**src/rtl/jtag_usr_pkg.sv**
```systemverilog
// Shared helpers and mode encoding for the JTAG user register bank.
package jtag_usr_pkg;

  typedef enum logic {
    MODE_SINGLE = 1'b0,
    MODE_CHAIN  = 1'b1
  } mode_e;

  // ceil(log2(n)), never below 1 so select/count vectors always keep a bit
  function automatic int clog2(input int n);
    int r;
    r = 1;
    for (int i = 1; i < 31; i++) begin
      if ((1 << i) < n) r = i + 1;
    end
    return r;
  endfunction

endpackage

```
**src/rtl/usr_shift_cell.sv**
```systemverilog
// One WIDTH-bit user register: serial shift/capture stage plus the committed
// parallel word and its one-cycle update strobe.
module usr_shift_cell #(
  parameter int               WIDTH     = 16,
  parameter logic [WIDTH-1:0] DEF_VALUE = '0
) (
  input  logic             TCK,
  input  logic             RST,
  input  logic             capEn_i,
  input  logic [WIDTH-1:0] capVal_i,
  input  logic             shiftEn_i,
  input  logic             serIn_i,
  input  logic             updEn_i,
  input  logic             wrMask_i,
  output logic [WIDTH-1:0] po_o,
  output logic             stb_o,
  output logic             lsb_o
);

  logic [WIDTH-1:0] shiftQ, shiftD;
  logic [WIDTH-1:0] poQ, poD;
  logic             stbQ, stbD;

  // Commit always takes the pre-edge shift contents, even if a shift happens on the same edge
  always_comb begin
    shiftD = shiftQ;
    poD    = poQ;
    stbD   = 1'b0;
    if (capEn_i) begin
      shiftD = capVal_i;
    end else if (shiftEn_i) begin
      shiftD = {serIn_i, shiftQ[WIDTH-1:1]};
    end
    if (updEn_i && !wrMask_i) begin
      poD  = shiftQ;
      stbD = 1'b1;
    end
  end

  always_ff @(posedge TCK or posedge RST) begin
    if (RST) begin
      shiftQ <= DEF_VALUE;
      poQ    <= DEF_VALUE;
      stbQ   <= 1'b0;
    end else begin
      shiftQ <= shiftD;
      poQ    <= poD;
      stbQ   <= stbD;
    end
  end

  assign po_o  = poQ;
  assign stb_o = stbQ;
  assign lsb_o = shiftQ[0];

endmodule

```
**src/rtl/jtag_usr_reg_bank.sv**
```systemverilog
// Bank of JTAG user registers, addressed singly or as one daisy chain, with
// read-back capture, shift-length checking and per-register write protect.
module jtag_usr_reg_bank
  import jtag_usr_pkg::*;
#(
  parameter int                     NREG      = 4,
  parameter int                     WIDTH     = 16,
  parameter logic [NREG*WIDTH-1:0]  DEF_VALUE = '0
) (
  input  logic                     TCK,
  input  logic                     RST,
  input  logic                     DRCK_EN,
  input  logic                     SEL,
  input  logic                     FSEL_EN,
  input  logic [clog2(NREG)-1:0]   REG_IDX,
  input  logic                     DSY_CHAIN,
  input  logic                     TDI,
  input  logic                     DSY_IN,
  input  logic                     CAPTURE,
  input  logic                     SHIFT,
  input  logic                     UPDATE,
  input  logic                     RB_SEL,
  input  logic [NREG*WIDTH-1:0]    RB_IN,
  input  logic [NREG-1:0]          WR_MASK,
  output logic [NREG*WIDTH-1:0]    PO,
  output logic [NREG-1:0]          UPD_STB,
  output logic                     LEN_ERR,
  output logic                     TDO,
  output logic                     DSY_OUT
);

  localparam int IDXW = clog2(NREG);
  localparam int CNTW = clog2(NREG * WIDTH + 2);
  localparam logic [CNTW-1:0] EXP_SINGLE = CNTW'(WIDTH);
  localparam logic [CNTW-1:0] EXP_CHAIN  = CNTW'(NREG * WIDTH);

  mode_e            mode;
  logic [NREG-1:0]  target;
  logic [NREG-1:0]  lsbVec;
  logic             anyTarget, capAct, ce, updAct, commit;
  logic [CNTW-1:0]  expLen;
  logic [CNTW-1:0]  cntQ, cntD;
  logic             lenErrQ, lenErrD;

  assign mode = mode_e'(DSY_CHAIN);

  // An index with no matching register leaves the target set empty
  always_comb begin
    target = '0;
    if (mode == MODE_CHAIN) begin
      target = '1;
    end else if (FSEL_EN) begin
      for (int k = 0; k < NREG; k++) begin
        target[k] = (REG_IDX == IDXW'(k));
      end
    end
  end

  assign anyTarget = |target;
  assign capAct    = CAPTURE & SEL;
  assign ce        = SHIFT & SEL & DRCK_EN & anyTarget & ~capAct;
  assign updAct    = UPDATE & SEL & anyTarget & ~capAct;
  assign expLen    = (mode == MODE_CHAIN) ? EXP_CHAIN : EXP_SINGLE;
  assign commit    = updAct & (cntQ == expLen);

  always_comb begin
    cntD    = cntQ;
    lenErrD = lenErrQ;
    if (capAct) begin
      cntD    = '0;
      lenErrD = 1'b0;
    end else if (updAct) begin
      cntD = '0;
      if (cntQ != expLen) lenErrD = 1'b1;
    end else if (ce && (cntQ <= expLen)) begin
      cntD = cntQ + CNTW'(1);
    end
  end

  always_ff @(posedge TCK or posedge RST) begin
    if (RST) begin
      cntQ    <= '0;
      lenErrQ <= 1'b0;
    end else begin
      cntQ    <= cntD;
      lenErrQ <= lenErrD;
    end
  end

  // Chain order: DSY_IN -> register NREG-1 -> ... -> register 0 -> DSY_OUT
  for (genvar k = 0; k < NREG; k++) begin : gCell
    logic             chainIn;
    logic             serIn;
    logic [WIDTH-1:0] capVal;

    if (k == NREG - 1) begin : gHead
      assign chainIn = DSY_IN;
    end else begin : gLink
      assign chainIn = lsbVec[k+1];
    end

    assign serIn  = (mode == MODE_CHAIN) ? chainIn : TDI;
    assign capVal = RB_SEL ? RB_IN[k*WIDTH +: WIDTH] : PO[k*WIDTH +: WIDTH];

    usr_shift_cell #(
      .WIDTH     (WIDTH),
      .DEF_VALUE (DEF_VALUE[k*WIDTH +: WIDTH])
    ) uCell (
      .TCK       (TCK),
      .RST       (RST),
      .capEn_i   (capAct & target[k]),
      .capVal_i  (capVal),
      .shiftEn_i (ce & target[k]),
      .serIn_i   (serIn),
      .updEn_i   (commit & target[k]),
      .wrMask_i  (WR_MASK[k]),
      .po_o      (PO[k*WIDTH +: WIDTH]),
      .stb_o     (UPD_STB[k]),
      .lsb_o     (lsbVec[k])
    );
  end

  assign LEN_ERR = lenErrQ;
  assign TDO     = (mode == MODE_SINGLE) & SEL & (|(lsbVec & target));
  assign DSY_OUT = (mode == MODE_CHAIN) & lsbVec[0];

endmodule

```
**config.mk**
```make
export PLATFORM = sky130hd
export DESIGN_NAME = jtag_usr_reg_bank
export DESIGN_NICKNAME = d
export VERILOG_FILES = /design/src/rtl/jtag_usr_pkg.sv /design/src/rtl/usr_shift_cell.sv /design/src/rtl/jtag_usr_reg_bank.sv
export SDC_FILE = /design/constraint.sdc
export NUM_CORES = 1
export LEC_CHECK = 0
export CAP_MARGIN = 30
export CORE_MARGIN = 1
export CORE_UTILIZATION = 46
export CTS_CLUSTER_SIZE = 30
export DETAILED_ROUTE_END_ITERATION = 8
export DONT_BUFFER_PORTS = 1
export PLACE_DENSITY = 0.71
export SETUP_SLACK_MARGIN = 0.5
export SLEW_MARGIN = 25
export SYNTH_ARGS = -nofsm -noshare
export SYNTH_HDL_FRONTEND = slang
export SYNTH_HIERARCHICAL = 1
export SYNTH_SLANG_ARGS = --single-unit
```
**constraint.sdc**
```tcl
create_clock -name TCK -period 3.6 [get_ports TCK]
set_input_delay 0.72 -clock TCK [delete_from_list [all_inputs] [get_ports TCK]]
set_output_delay 0.72 -clock TCK [all_outputs]
set_load 0.01 [all_outputs]
```
After elaboration in Yosys (flattened, before gate mapping)
Index checks and enable logic that the tools add are counted.
{ "totals": {"register_bits": 140, "elab_cells": 97, "output_inout_bits": 71} }
{ "op_classes": {"n_addsub": 1, "n_bitwise": 27, "muxes": 29, "n_eq_ne": 5, "order_cmp": 1, "n_reduce_logical": 20} }
{ "ops": {"columns": ["operator", "n"], "rows": [
  ["16-bit 2-to-1 mux", 12],
  ["7-bit 2-to-1 mux", 4],
  ["1-bit bitwise AND", 24],
  ["2-bit nonzero test", 6],
  ["1-bit 2-to-1 mux", 11],
  ["4-bit 2-to-1 mux", 2],
  ["4-bit OR reduction", 2],
  ["7-bit by 1-bit adder with 7-bit output (second input constant)", 1],
  ["7-bit equality test", 1],
  ["7-bit <= comparator", 1],
  ["7-bit != test", 1],
  ["1-bit logical AND", 5],
  ["4-bit bitwise AND", 1],
  ["2-bit equality test (second input constant)", 2],
  ["1-bit logical NOT", 4],
  ["3-bit nonzero test", 1],
  ["2-bit by 1-bit equality test with 1-bit output (second input constant)", 1],
  ["2-bit logical NOT", 1],
  ["1-bit NOT", 2],
  ["2-bit AND reduction", 1]
]} }

Depth between registers and ports, before layout
Gate-level depths: netlist of the first run.
{ "depth": {"depth_word": 10, "mapped_depth": 10, "depth_no_buf": 8} }

Modules after synthesis
The synthesis of the first run kept the hierarchy.
{ "modules_own_cells": {"columns": ["module", "instances", "cells_each", "area_each_um2"], "rows": [
  ["usr_shift_cell", 4, 107, 1422.6],
  ["jtag_usr_reg_bank", 1, 168, 1495.2]
]} }

Worst setup path before layout of the first run
OpenSTA, ideal clock, no wires.
{ "synth_timing": {"kind": "input to register", "start": "input port DSY_CHAIN", "end": "register gCell[3].uCell.poQ[0]", "path_slack_ns": 0.866, "setup_time_ns": 0.125, "arrival_ns": 2.609, "path_stages": 10, "path_cell_list": "buf_2 > inv_1 > ha_1 > nand3_2 > or3_4 > nor2_1 > nand2b_4 > buf_6 > buf_12 > mux2_4"} }
{ "synth_between": {"elab_chain_cells": 7, "elab_cells_between_ends": 9, "classes_between": "eq/ne (1); mux (2); bitwise (4); reduce/logical (2)"} }
{ "synth_lines": {"columns": ["item", "line", "source"], "rows": [
  ["from (decl)", "jtag_usr_reg_bank.sv:16", "input logic DSY_CHAIN,"],
  ["4-bit 2-to-1 mux", "jtag_usr_reg_bank.sv:50", "if (mode == MODE_CHAIN) begin"],
  ["4-bit OR reduction", "jtag_usr_reg_bank.sv:59", "assign anyTarget = |target;"],
  ["1-bit bitwise AND (2 in series)", "jtag_usr_reg_bank.sv:62", "assign updAct = UPDATE & SEL & anyTarget & ~capAct;"],
  ["1-bit bitwise AND", "jtag_usr_reg_bank.sv:64", "assign commit = updAct & (cntQ == expLen);"],
  ["1-bit bitwise AND (*)", "jtag_usr_reg_bank.sv:115", ".updEn_i (commit & target[k]),"],
  ["1-bit logical AND (*)", "usr_shift_cell.sv:34", "if (updEn_i && !wrMask_i) begin"],
  ["to (signal assigned)", "usr_shift_cell.sv:47", "poQ <= poD;"],
  ["to (decl)", "usr_shift_cell.sv:21", "logic [WIDTH-1:0] poQ, poD;"]
]} }
Every way passes the cells marked *; elsewhere a longest branch is shown, timed or not.
A chain may end at the register's enable or synchronous reset.

Worst setup path in the final report of the first run
{ "layout_timing": {"start": "register cntQ[0]", "end": "register gCell[2].uCell.poQ[11]"} }
{ "layout_between": {"elab_chain_cells": 4} }
{ "layout_lines": {"columns": ["item", "line", "source"], "rows": [
  ["from (decl)", "jtag_usr_reg_bank.sv:42", "logic [CNTW-1:0] cntQ, cntD;"],
  ["from (signal assigned)", "jtag_usr_reg_bank.sv:85", "cntQ <= cntD;"],
  ["7-bit equality test", "jtag_usr_reg_bank.sv:64", null],
  ["1-bit bitwise AND", "jtag_usr_reg_bank.sv:64", null],
  ["1-bit bitwise AND", "jtag_usr_reg_bank.sv:115", null],
  ["1-bit logical AND", "usr_shift_cell.sv:34", null],
  ["to (signal assigned)", "usr_shift_cell.sv:47", null],
  ["to (decl)", "usr_shift_cell.sv:21", null]
]} }
No other way between the ends.

==> results summary, run 1 <==
The number of instances in the synthesized netlist came out at approximately 600. The count of hold-fix buffers inserted at cts is 0. The top flip-flop cell by instance count after synthesis is sky130_fd_sc_hd__dfrtp_1. The worst setup path is launched from a flop. The final routed DRC violation total is 0. Tracing the worst setup path back leads to its startpoint at cntQ[0]. The number of antenna violations at the first check in global routing came out at 0.

The synthesis-to-layout area growth came out at 9.26%. The clock drives 140 sinks. The maximum clock frequency came out at 0.409 GHz. The violation count after the first detailed-routing iteration came out at 230. At the worst endpoint, the arrival time is ~2.7 ns.

The area of all sequential standard cells came out at 3500 sq um. In the final layout, the multi-input gates occupy 3340 sq um. The final count of hold timing violations is 0. The aggregate global routing overflow came out at 0.

The biggest area contributor in the post-synthesis netlist is sky130_fd_sc_hd__dfrtp_1. The layout cell share with drive strength beyond 1 came out at between 30% and 40%. Buffers inserted during clock tree synthesis total 17.

The number of distinct library cells after synthesis came out at 32. The routed via count came out at 4406. The number of top-level design ports is 153. The clock arrives with 0.00770 ns of skew. After synthesis the cells add up to 7190 sq um. The count of buffering cells on the critical path with inverters included is 1. The final-stage net count came out at around 680. After synthesis the netlist holds a flip-flop and latch count of 140. The launching point of the worst reg2reg path is cntQ[0]. In this run, post-CTS repair resized a total of 0 instances. The count of flip-flops with a built-in enable after synthesis came out at 0. The source-to-sink clock delay at the later pin of the worst-skew pair is 0.41 ns. Along the worst path, the maximum fanout reaches 17. The average cell area after synthesis came out at roughly 12 sq um. The region available for standard cell placement spans between 15000 and 20000 sq um.

The number of buffers added on ports came out at 0. The count of placed standard cells including taps is 760. The number of search-and-repair iterations in the first detailed-routing pass is 4. Sorting the synthesized cells by how often they occur yields 140 x sky130_fd_sc_hd__dfrtp_1, 92 x sky130_fd_sc_hd__mux2_2, 81 x sky130_fd_sc_hd__nand2_1, 71 x sky130_fd_sc_hd__mux2i_1, 66 x sky130_fd_sc_hd__o21ai_0. The run finished with clean final reports.

The post-synthesis async set-or-reset flop share is between 90% and 100%. The max-capacitance violation count is 0. Detailed placement finished with a half-perimeter wire length of between 10000 and 15000 um. For this run, the slowest stage of the critical path takes 0.44 ns. Walking the worst path, the cells encountered are inv_1 -> ha_1 -> nor4b_4 -> nand3_2 -> or3_4 -> nor2_1 -> nand2b_4 -> mux2_4.

The CTS clock-pin slew for the worst setup and hold paths came out at around 0.06 ns. The worst-case clock buffer depth came out at 2. The floorplan step defined a die boundary enclosing about 16000 sq um. For this run, the number of Yosys warnings is 6.

Among all stages on the critical path, the largest delay is contributed by sky130_fd_sc_hd__or3_4. The critical path is of the reg2reg type. The setup TNS is 0 ns. The largest net degree at the start of global routing came out at 65. The number of buffers inserted to repair setup after CTS is 0.

The fill cell total of the finished layout came out at roughly 1400. After synthesis, flip-flops and latches occupy about 49% of the total area. The routed wirelength normalized by instance count is 18.5 um. The path class of the tightest hold or removal check is in2async.

The worst voltage drop across the vdd grid is ~0.3 mV. The y dimension of the die is 127 um. The count of cells in the finished layout, fillers not included, comes to ~790. Of the post-synthesis cell area, the dominant cell type holds about half. The final routed wirelength across all metal layers is between 10000 and 15000 um. The minimum period implied by the final worst setup slack came out at about 2.4 ns. The number of nets handed over by synthesis was ~680. The critical path endpoint category is a flop.

The worst-margin pin slew is ~0.84 ns. The site row count is between 40 and 50. Among all cell types in the netlist, the one instantiated most often is sky130_fd_sc_hd__dfrtp_1. The cell family contributing the most delay on the critical path is simple AND/OR/NAND/NOR gates. The number of slew-limit violations in the final report came out at 0. Once layout is done, the placed cells without fillers occupy a little under 8000 sq um.

The share of the cycle needed by the critical path after routing came out at around two thirds. The antenna cell count is 0. The setup-violating endpoint count in the final report came out at 0. The CTS tree is built.

The number of nets still failing antenna checks after routing came out at 0. The total leakage power is 0.00359 uW. The headroom to the max-slew limit came out at a little over two fifths. The wire length of the first global-routing pass is ~24000 um. The routability-driven placement congestion ratio is slightly above 0.9.

Setup repair after global routing left no endpoint under its margin. The number of global-route vias before repair was 4612. The via density per instance came out at around 5.6. The root buffer cell is sky130_fd_sc_hd__clkbuf_16. The starting utilization of the core area is a little under half. The die span in x is ~130 um. The total global routing track utilization is ~20%. For the worst setup path, the data required time is slightly below 4 ns. The cell area after placement is slightly above 7000 sq um. In the post-synthesis netlist, the biggest area contributors are sky130_fd_sc_hd__dfrtp_1 49%, sky130_fd_sc_hd__mux2_2 14%, sky130_fd_sc_hd__mux2i_1 9.9%.

Power spread over the standard cell area amounts to about 520 nW/um^2. The clock tree synthesis step divided the H-tree into 4 levels.
-- path summary, 6_finish.rpt --
path	to	slack (ns)	depth (start not counted)
min in group TCK	LEN_ERR	0.40	1
max reg2reg	gCell[2].uCell/po_o[11]	1.16	8
min reg2reg	gCell[3].uCell/po_o[1]	0.54	1
max in group asynchronous	gCell[2].uCell/shiftQ[10]	2.59	2
max	gCell[2].uCell/po_o[11]	1.16	8
min	cntQ[4]	0.15	1
-- per-layer routing --
metal | up-vias | track usage, % | wire [um]
li1 | 2075 | - | -
met1 | 2167 | 24.9 | 6580
met2 | 144 | 31.1 | 6990
met3 | 20 | 5.36 | 788
met4 | 0 | 8.89 | 325
met5 | - | 0 | 0
-- report_power, final --
group          switching, uW  internal (uW)
logic                    177            222
registers                188           1750
clock network            679           1040
total                   1040           3010
-- logic make-up after synthesis --
family / Yosys count / share of synthesized area, %
fa+ha+maj: 4 / 0.697
flops: 140 / 48.8
mux: 199 / 31.8
simple gates: 114 / 7.45
compound gates: 84 / 6.27
buf+inv: 55 / 5.00
-- area by class of cell --
class / count / area share, %
Clock inverter: 13 / 1.82
Timing Repair Buffer: 14 / 1.48
Clock buffer: 19 / 5.64
Inverter: 18 / 0.861
Sequential cell: 140 / 44.6
Tap cell: 188 / 3.00
Multi-Input combinational cell: 401 / 42.6
-- cell usage in the layout, fill, tap and decap left out, drive strengths merged, types with 2 or more instances in the layout --
cell | synthesis | layout
mux2i | 71 | 71
bufinv | 0 | 2
nand2 | 81 | 81
nand2b | 9 | 9
buf | 24 | 14
nor2 | 12 | 12
clkbuf | 13 | 19
a21oi | 2 | 2
a31oi | 5 | 5
ha | 4 | 4
inv | 18 | 20
mux2 | 128 | 128
clkinvlp | 0 | 5
nor2b | 2 | 2
o21ai | 68 | 68
a211oi | 5 | 5
nand3 | 5 | 5
dfrtp | 140 | 140
clkinv | 0 | 4
-- worst reg2reg max path: stages, from the launching register on --
cell and delay, ns:
sky130_fd_sc_hd__dfrtp_1 0.42, sky130_fd_sc_hd__inv_1 0.10, sky130_fd_sc_hd__ha_1 0.15, sky130_fd_sc_hd__nor4b_4 0.21
sky130_fd_sc_hd__nand3_2 0.20, sky130_fd_sc_hd__or3_4 0.44, sky130_fd_sc_hd__nor2_1 0.21, sky130_fd_sc_hd__nand2b_4 0.23
sky130_fd_sc_hd__mux2_4 0.37
-- sequential cells by signal, indices dropped and copies added, names as in the netlist --
name,count
gCell.uCell/stb_o,4
gCell.uCell/po_o,64
cntQ,7
gCell.uCell/shiftQ,64
LEN_ERR,1
-- metrics by stage --
step	power (uW)	hold slack [ns]	util, %	setup slack [ns]
floorplan	2260	0.502	-	0.866
detailed placement	2370	0.527	47.7	0.961
finish	4060	0.148	51.6	1.16
CTS	4100	0.143	51.6	1.15
global route	4250	0.151	51.6	0.983
global placement	2340	0.515	47.6	1.01
(Power assumes the default switching activity.)
==> inputs of run 2 (changes only) <==
==> constraint.sdc (replaced) <==
create_clock -name TCK -period 2.3 [get_ports TCK]
set_input_delay 0.46 -clock TCK [delete_from_list [all_inputs] [get_ports TCK]]
set_output_delay 0.46 -clock TCK [all_outputs]
set_load 0.01 [all_outputs]
==> results summary, run 2 (synthesis gave the netlist of run 1 again) <==
The flow ran to the end, and the final reports show no timing, DRC or antenna violations. The number of nets still failing antenna checks after routing came out at 0. The starting utilization of the core area is 47.3%. The sequential cells in the finished layout cover a total of 3500 sq um. The routed via count came out at about 4600. In this run the static leakage power is approximately 0.0037 uW. The minimum period implied by the final worst setup slack came out at 2.19 ns. The CTS tree is built. The first global-routing pass estimated between 20000 and 25000 um of wire. In the layout the commonest cells are 140 x sky130_fd_sc_hd__dfrtp_1, 92 x sky130_fd_sc_hd__mux2_2, 81 x sky130_fd_sc_hd__nand2_1. The via density per instance is about 5.6. The critical path in this run is classified as reg2reg. The worst voltage drop across the vdd grid is 0.488 mV. The number of H-tree levels is 4. The switching power share of the total is about 26%. The path type of the worst min-delay path is in2async. CTS placed an instance of sky130_fd_sc_hd__clkbuf_16 at the clock tree root. The data required time of the worst path is about 2.6 ns. The final count of hold timing violations came out at 0.

Summed over all nets, the switching power comes to 1610 uW. The total global routing track utilization is about a fifth. The number of search-and-repair iterations in the first detailed-routing pass is 4. The worst register-to-register path has a setup slack of ~0.11 ns.

The share of power burned in combinational logic came out at 11.1%. Setup repair after global routing could not meet its margin everywhere. Setup violations remaining at the end of the flow were counted as 0. The data arrival at the endpoint of the critical path is between 2 and 2.5 ns. On the final layout, the worst clock skew is roughly 0.0084 ns. The worst-case clock buffer depth came out at 2. Across the run, the number of max-cap violations was 0. The power per unit of standard cell area is approximately 750 nW/um^2.

The multi-input logic area came out at between 3000 and 4000 sq um. The source-to-sink clock delay at the later pin of the worst-skew pair is a little over 0.4 ns. The number of antenna violations at the first check in global routing was 0. The sequential group share of total power came out at 48.6%. The clock sink count is 140.

The fill cell total of the finished layout came out at 1251. The number of buffers inserted during clock tree synthesis is 17. For this run the aggregate overflow at the end of global routing stands at 0.

The core outline area is 15200 sq um. The worst setup path is launched from a flop. The half-perimeter wire length after detailed placement is roughly 10000 um.

The smallest setup slack after layout is roughly 0.11 ns. The largest net degree at the start of global routing is 65. The clock network burns between 40 and 50% of the power. Of all nets on the critical path, the largest fanout is 5. The die is around 130 um wide. The synthesis-to-layout area growth is 15.2%. The CTS clock-pin slew for the worst setup and hold paths is approximately 0.06 ns. The routed wirelength normalized by instance count is roughly 19 um.

The routability-driven placement congestion ratio is 0.931. The y dimension of the die came out at roughly 130 um. The final-stage net count came out at 705. The final non-filler cell total is a little over 800. The library cell used most frequently in the layout, excluding fill and tap cells, is sky130_fd_sc_hd__dfrtp_1. The number of global-route vias before repair came out at 4865.

The number of slew-limit violations in the final report is 0. The maximum clock frequency is about 0.46 GHz. The setup slack at placement is roughly 0.077 ns.

The headroom to the max-slew limit came out at 7.92%. The share of the cycle needed by the critical path after routing is approximately 95%. The number of top-level design ports came out at 153.

The floorplan step defined a die boundary enclosing around 16000 sq um. The layout cell share with drive strength beyond 1 came out at a little under two fifths. STA classifies the critical path endpoint as a flop. The number of buffers added on ports came out at 0. The count of placed standard cells including taps is about 770. For this run, design rule violations remaining after detail routing come to 0. After the first detailed-routing iteration, the DRC count stood at 174. The antenna cell count is 0. The worst-margin pin slew came out at between 1 and 1.5 ns. The site row count is between 40 and 50. The routed design has around 16000 um of wire.

The internal power of the cells is about 4600 uW.
==> run 2: worst max-delay path, cell delays in order, from the launching register on <==
cell,delay [ns]
sky130_fd_sc_hd__dfrtp_1,0.39
sky130_fd_sc_hd__inv_2,0.08
sky130_fd_sc_hd__ha_4,0.12
sky130_fd_sc_hd__nor4b_4,0.22
sky130_fd_sc_hd__nand3_4,0.09
sky130_fd_sc_hd__or3_4,0.45
sky130_fd_sc_hd__nor2_4,0.26
sky130_fd_sc_hd__nand2b_4,0.14
sky130_fd_sc_hd__mux2_4,0.32
==> run 2: layout make-up <==
cell class | instances | share of cell area (%)
Multi-Input combinational cell | 409 | 43.4
Clock buffer | 19 | 5.35
Timing Repair Buffer | 33 | 3.99
Sequential cell | 140 | 42.3
Inverter | 18 | 0.907
Clock inverter | 11 | 1.18
Tap cell | 188 | 2.84
==> run 2: worst paths after layout <==
kind	startpoint	endpoint	cells after the start
setup / recovery	cntQ[0]	gCell[0].uCell/po_o[1]	8
hold / removal	RST	gCell[3].uCell/shiftQ[13]	2
setup reg to reg	cntQ[0]	gCell[0].uCell/po_o[1]	8
hold reg to reg	gCell[1].uCell/shiftQ[14]	gCell[1].uCell/po_o[14]	1
max in group asynchronous	RST	cntQ[6]	2
min in group TCK	CAPTURE	LEN_ERR	1
==> run 2: through the flow <==
stage          util, %  setup TNS [ns]  hold WS [ns]  total power (uW)  cell area (sq um)
3_5_place_dp      48.8               0         0.331              3720               7420
6_report          54.4               0        0.0220              6240               8280
2_1_floorplan        -               0         0.276              3550               7270
4_1_cts           53.7               0        0.0185              6300               8170
3_3_place_gp      48.8               0         0.321              3690               7420
5_1_grt           54.4        -0.00320        0.0458              6520               8280
==> run 2: per-layer routing <==
| metal | GRT usage (%) | vias up | routed length [um] |
|---|---|---|---|
| met5 | 0 | - | 0 |
| met4 | 7.84 | 0 | 254 |
| met3 | 5.70 | 18 | 935 |
| met2 | 32.1 | 155 | 7600 |
| met1 | 25.8 | 2261 | 6730 |
| li1 | - | 2143 | - |
==> run 2: power groups by stage <==
stage | clock network, uW | logic [uW] | registers, uW
after floorplan | 0 | 559 | 2990
after global placement | 0 | 623 | 3060
after detailed placement | 0 | 647 | 3080
after CTS | 2580 | 688 | 3030
after global routing | 2670 | 775 | 3070
final | 2510 | 691 | 3030
==> run 2: repair_timing <==
action	4_1_cts	5_1_grt
setup buffers	9	3
gates resized for setup	17	19
setup endpoints to repair	69	76
endpoints found under the hold margin	8	0
hold buffers	1	0
pin swaps	7	2
gates cloned	7	1
==> inputs of run 3 (changes only) <==
--- a/config.mk
+++ b/config.mk
@@ -11,6 +11,7 @@
 export CTS_CLUSTER_SIZE = 30
 export DETAILED_ROUTE_END_ITERATION = 8
 export DONT_BUFFER_PORTS = 1
+export MAX_ROUTING_LAYER = met4
 export PLACE_DENSITY = 0.71
 export SETUP_SLACK_MARGIN = 0.5
 export SLEW_MARGIN = 25
==> results summary, run 3 (synthesis gave the netlist of run 1 again) <==
The flow ran to the end, and the final reports show no timing, DRC or antenna violations. The floorplan step defined a die boundary enclosing roughly 16000 sq um. The total leakage power came out at 0.00373 uW. The layout cell share with drive strength beyond 1 came out at between 30% and 40%.

Clock-pin slew was measured on the worst setup and hold paths at 0.06 ns. The number of buffers added on ports came out at 0. The min-delay analysis places its worst path in the category in2async.

The final count of hold timing violations is 0. The starting utilization of the core area is 47.3%. At the end of the flow, the number of nets in the layout was 705. The peak per-stage delay on the critical path came out at roughly 0.45 ns. The met1 demand-to-capacity share in global routing came out at between 20% and 30%. The post-route cell area came out at ~8300 sq um. The die span in x is about 130 um. The y dimension of the die is 127 um. The largest clock skew in the final design came out at 0.00845 ns. The synthesis-to-layout area growth came out at 15.2%. The H-tree was split into 4 levels.

The final routed wirelength across all metal layers is 15600 um. The antenna cell count is 0. The share of the cycle needed by the critical path after routing is 95.3%. The wire length of the first global-routing pass came out at 25000 um. The via density per instance is 5.56. For this design the ratio of total power to cell area is between 700 and 800 nW/um^2. The routed wirelength normalized by instance count is between 15 and 20 um. The total power consumption of the routed design came out at roughly 6200 uW. The routability-driven placement congestion ratio came out at between 0.9 and 1. The data arrival at the endpoint of the critical path came out at between 2 and 2.5 ns.

The number of top-level design ports is ~150. The count of placed standard cells including taps came out at between 700 and 800. The type of the setup path with the least slack is reg2reg.

The worst hold-check slack is 0.0227 ns. Setup violations remaining at the end of the flow were counted as 0. Clock tree synthesis selected as its root buffer the cell sky130_fd_sc_hd__clkbuf_16. TritonCTS built the clock tree. The total global routing track utilization is 20.7%.

The aggregate global routing overflow came out at 0. On the critical path, the stage with the largest delay is an instance of sky130_fd_sc_hd__or3_4. The worst register-to-register path begins at cntQ[0].

The half-perimeter wire length after detailed placement is ~10000 um. The launching element type of the critical path is a flop. The peak fanout along the critical path is 5. The violation count after the first detailed-routing iteration came out at 200.

The largest net degree at the start of global routing came out at 65. The path depth of the worst reg2reg path is 8. The core outline area is 15200 sq um. The launching instance or port of the critical path is cntQ[0]. The multi-input logic area came out at between 3000 and 4000 sq um. The headroom to the max-slew limit is around 7.5%. Setup total negative slack on the finished layout was measured at 0 ns. The number of buffers inserted during clock tree synthesis came out at 17. Counting along the longest clock path gives a buffer depth of 2. Counting I/O delays and the setup requirement, the final critical path takes 2.19 ns. The met2 demand-to-capacity share in global routing came out at approximately a third. The source-to-sink clock delay at the later pin of the worst-skew pair is approximately 0.42 ns.

The clock sink count is 140. The pre-antenna-repair detailed-routing pass consisted of 4 iterations. The final routed DRC violation total is 0. Setup repair after global routing could not meet its margin everywhere. The end of the worst register-to-register path is gCell[3].uCell/po_o[9]. The number of global-route vias before repair came to ~4900. The data required time of the worst path is around 2.6 ns. After global routing, the most crowded layer is met2. STA classifies the critical path endpoint as a flop.

The critical path goes through inv_2 -> ha_4 -> nor4b_4 -> nand3_4 -> or3_4 -> nor2_4 -> nand2b_4 -> mux2_4. The number of antenna violations at the first check in global routing is 0. The site row count came out at 45.

The worst register-to-register path has a setup slack of 0.11 ns. The area of all sequential standard cells is roughly 3500 sq um. The global-route met3 utilization came out at between 6 and 7%. The number of nets still failing antenna checks after routing is 0. For the pin with the worst max-slew slack, the measured transition is about 1.4 ns. The fill cell total of the finished layout is approximately 1300. The number of slew-limit violations in the final report came out at 0. Leaving out fill and tap cells, the most frequent cell in the layout is sky130_fd_sc_hd__dfrtp_1. The critical path ends at gCell[3].uCell/po_o[9].

The routed layout has ~4500 vias. The library cells used most frequently in the layout, excluding fill and tap cells, are 140 x sky130_fd_sc_hd__dfrtp_1, 92 x sky130_fd_sc_hd__mux2_2, 81 x sky130_fd_sc_hd__nand2_1. The max-capacitance violation count is 0.

The worst voltage drop across the vdd grid came out at between 0.4 and 0.5 mV. After detailed placement, the total cell area comes to about 7400 sq um. The final non-filler cell total came out at about 800.

For this run, the top clock speed supported by timing is 0.456 GHz.
[run 3: cell counts in the layout (fill, tap and decap cells not counted)]
No cell type changed its count.
[run 3: critical path: cells and delay by family, from the launching register on]
kind	cells	cell delay [ns]
adders and majority gates	1	0.12
buffers and inverters	1	0.08
DFF	1	0.39
muxes	1	0.32
and+or+nand+nor	5	1.16
[run 3: per-stage QoR]
| step | util (%) | setup slack [ns] |
|---|---|---|
| after floorplan | - | 0.0324 |
| after global placement | 48.8 | 0.147 |
| after detailed placement | 48.8 | 0.0769 |
| after CTS | 53.7 | 0.0995 |
| after global routing | 54.4 | -0.00277 |
| final | 54.4 | 0.107 |
[run 3: timing repair]
item,4_1_cts,5_1_grt
endpoints found under the setup margin,69,76
setup buffers,9,3
pin swaps,7,2
gates resized for setup,17,19
gates cloned,7,1
endpoints found under the hold margin,8,0
hold buffers,1,0
[run 3: how the worst min path moves through the flow]
stage | start | endpoint | cells after the start
5_1_grt | RST | gCell[2].uCell/shiftQ[14] | 2
4_1_cts | RST | gCell[3].uCell/shiftQ[13] | 2
6_report | RST | gCell[2].uCell/shiftQ[14] | 2
3_5_place_dp | RST | cntQ[1] | 1
2_1_floorplan | RST | LEN_ERR | 1
3_3_place_gp | RST | cntQ[1] | 1
[run 3: area by class of cell]
cell class                 instances  share of cell area, %
timing repair buffer              33                   3.99
multi-input combinational        409                   43.4
clock buffer                      19                   5.35
sequential                       140                   42.3
inverter                          18                  0.907
clock inverter                    11                   1.18
tap                              188                   2.84
[run 3: layer usage]
| layer | part of all wire [%] | vias to the layer above |
|---|---|---|
| met5 | 0 | - |
| met3 | 5.9 | 21 |
| met2 | 49 | 145 |
| met4 | 1.7 | 0 |
| li1 | - | 2140 |
| met1 | 43 | 2238 |
[run 3: where the power goes]
| part | switching, uW | internal [uW] | total (uW) |
|---|---|---|---|
| Sequential | 291 | 2740 | 3030 |
| Combinational | 302 | 389 | 691 |
| Clock | 1020 | 1500 | 2510 |
| Total | 1610 | 4630 | 6240 |
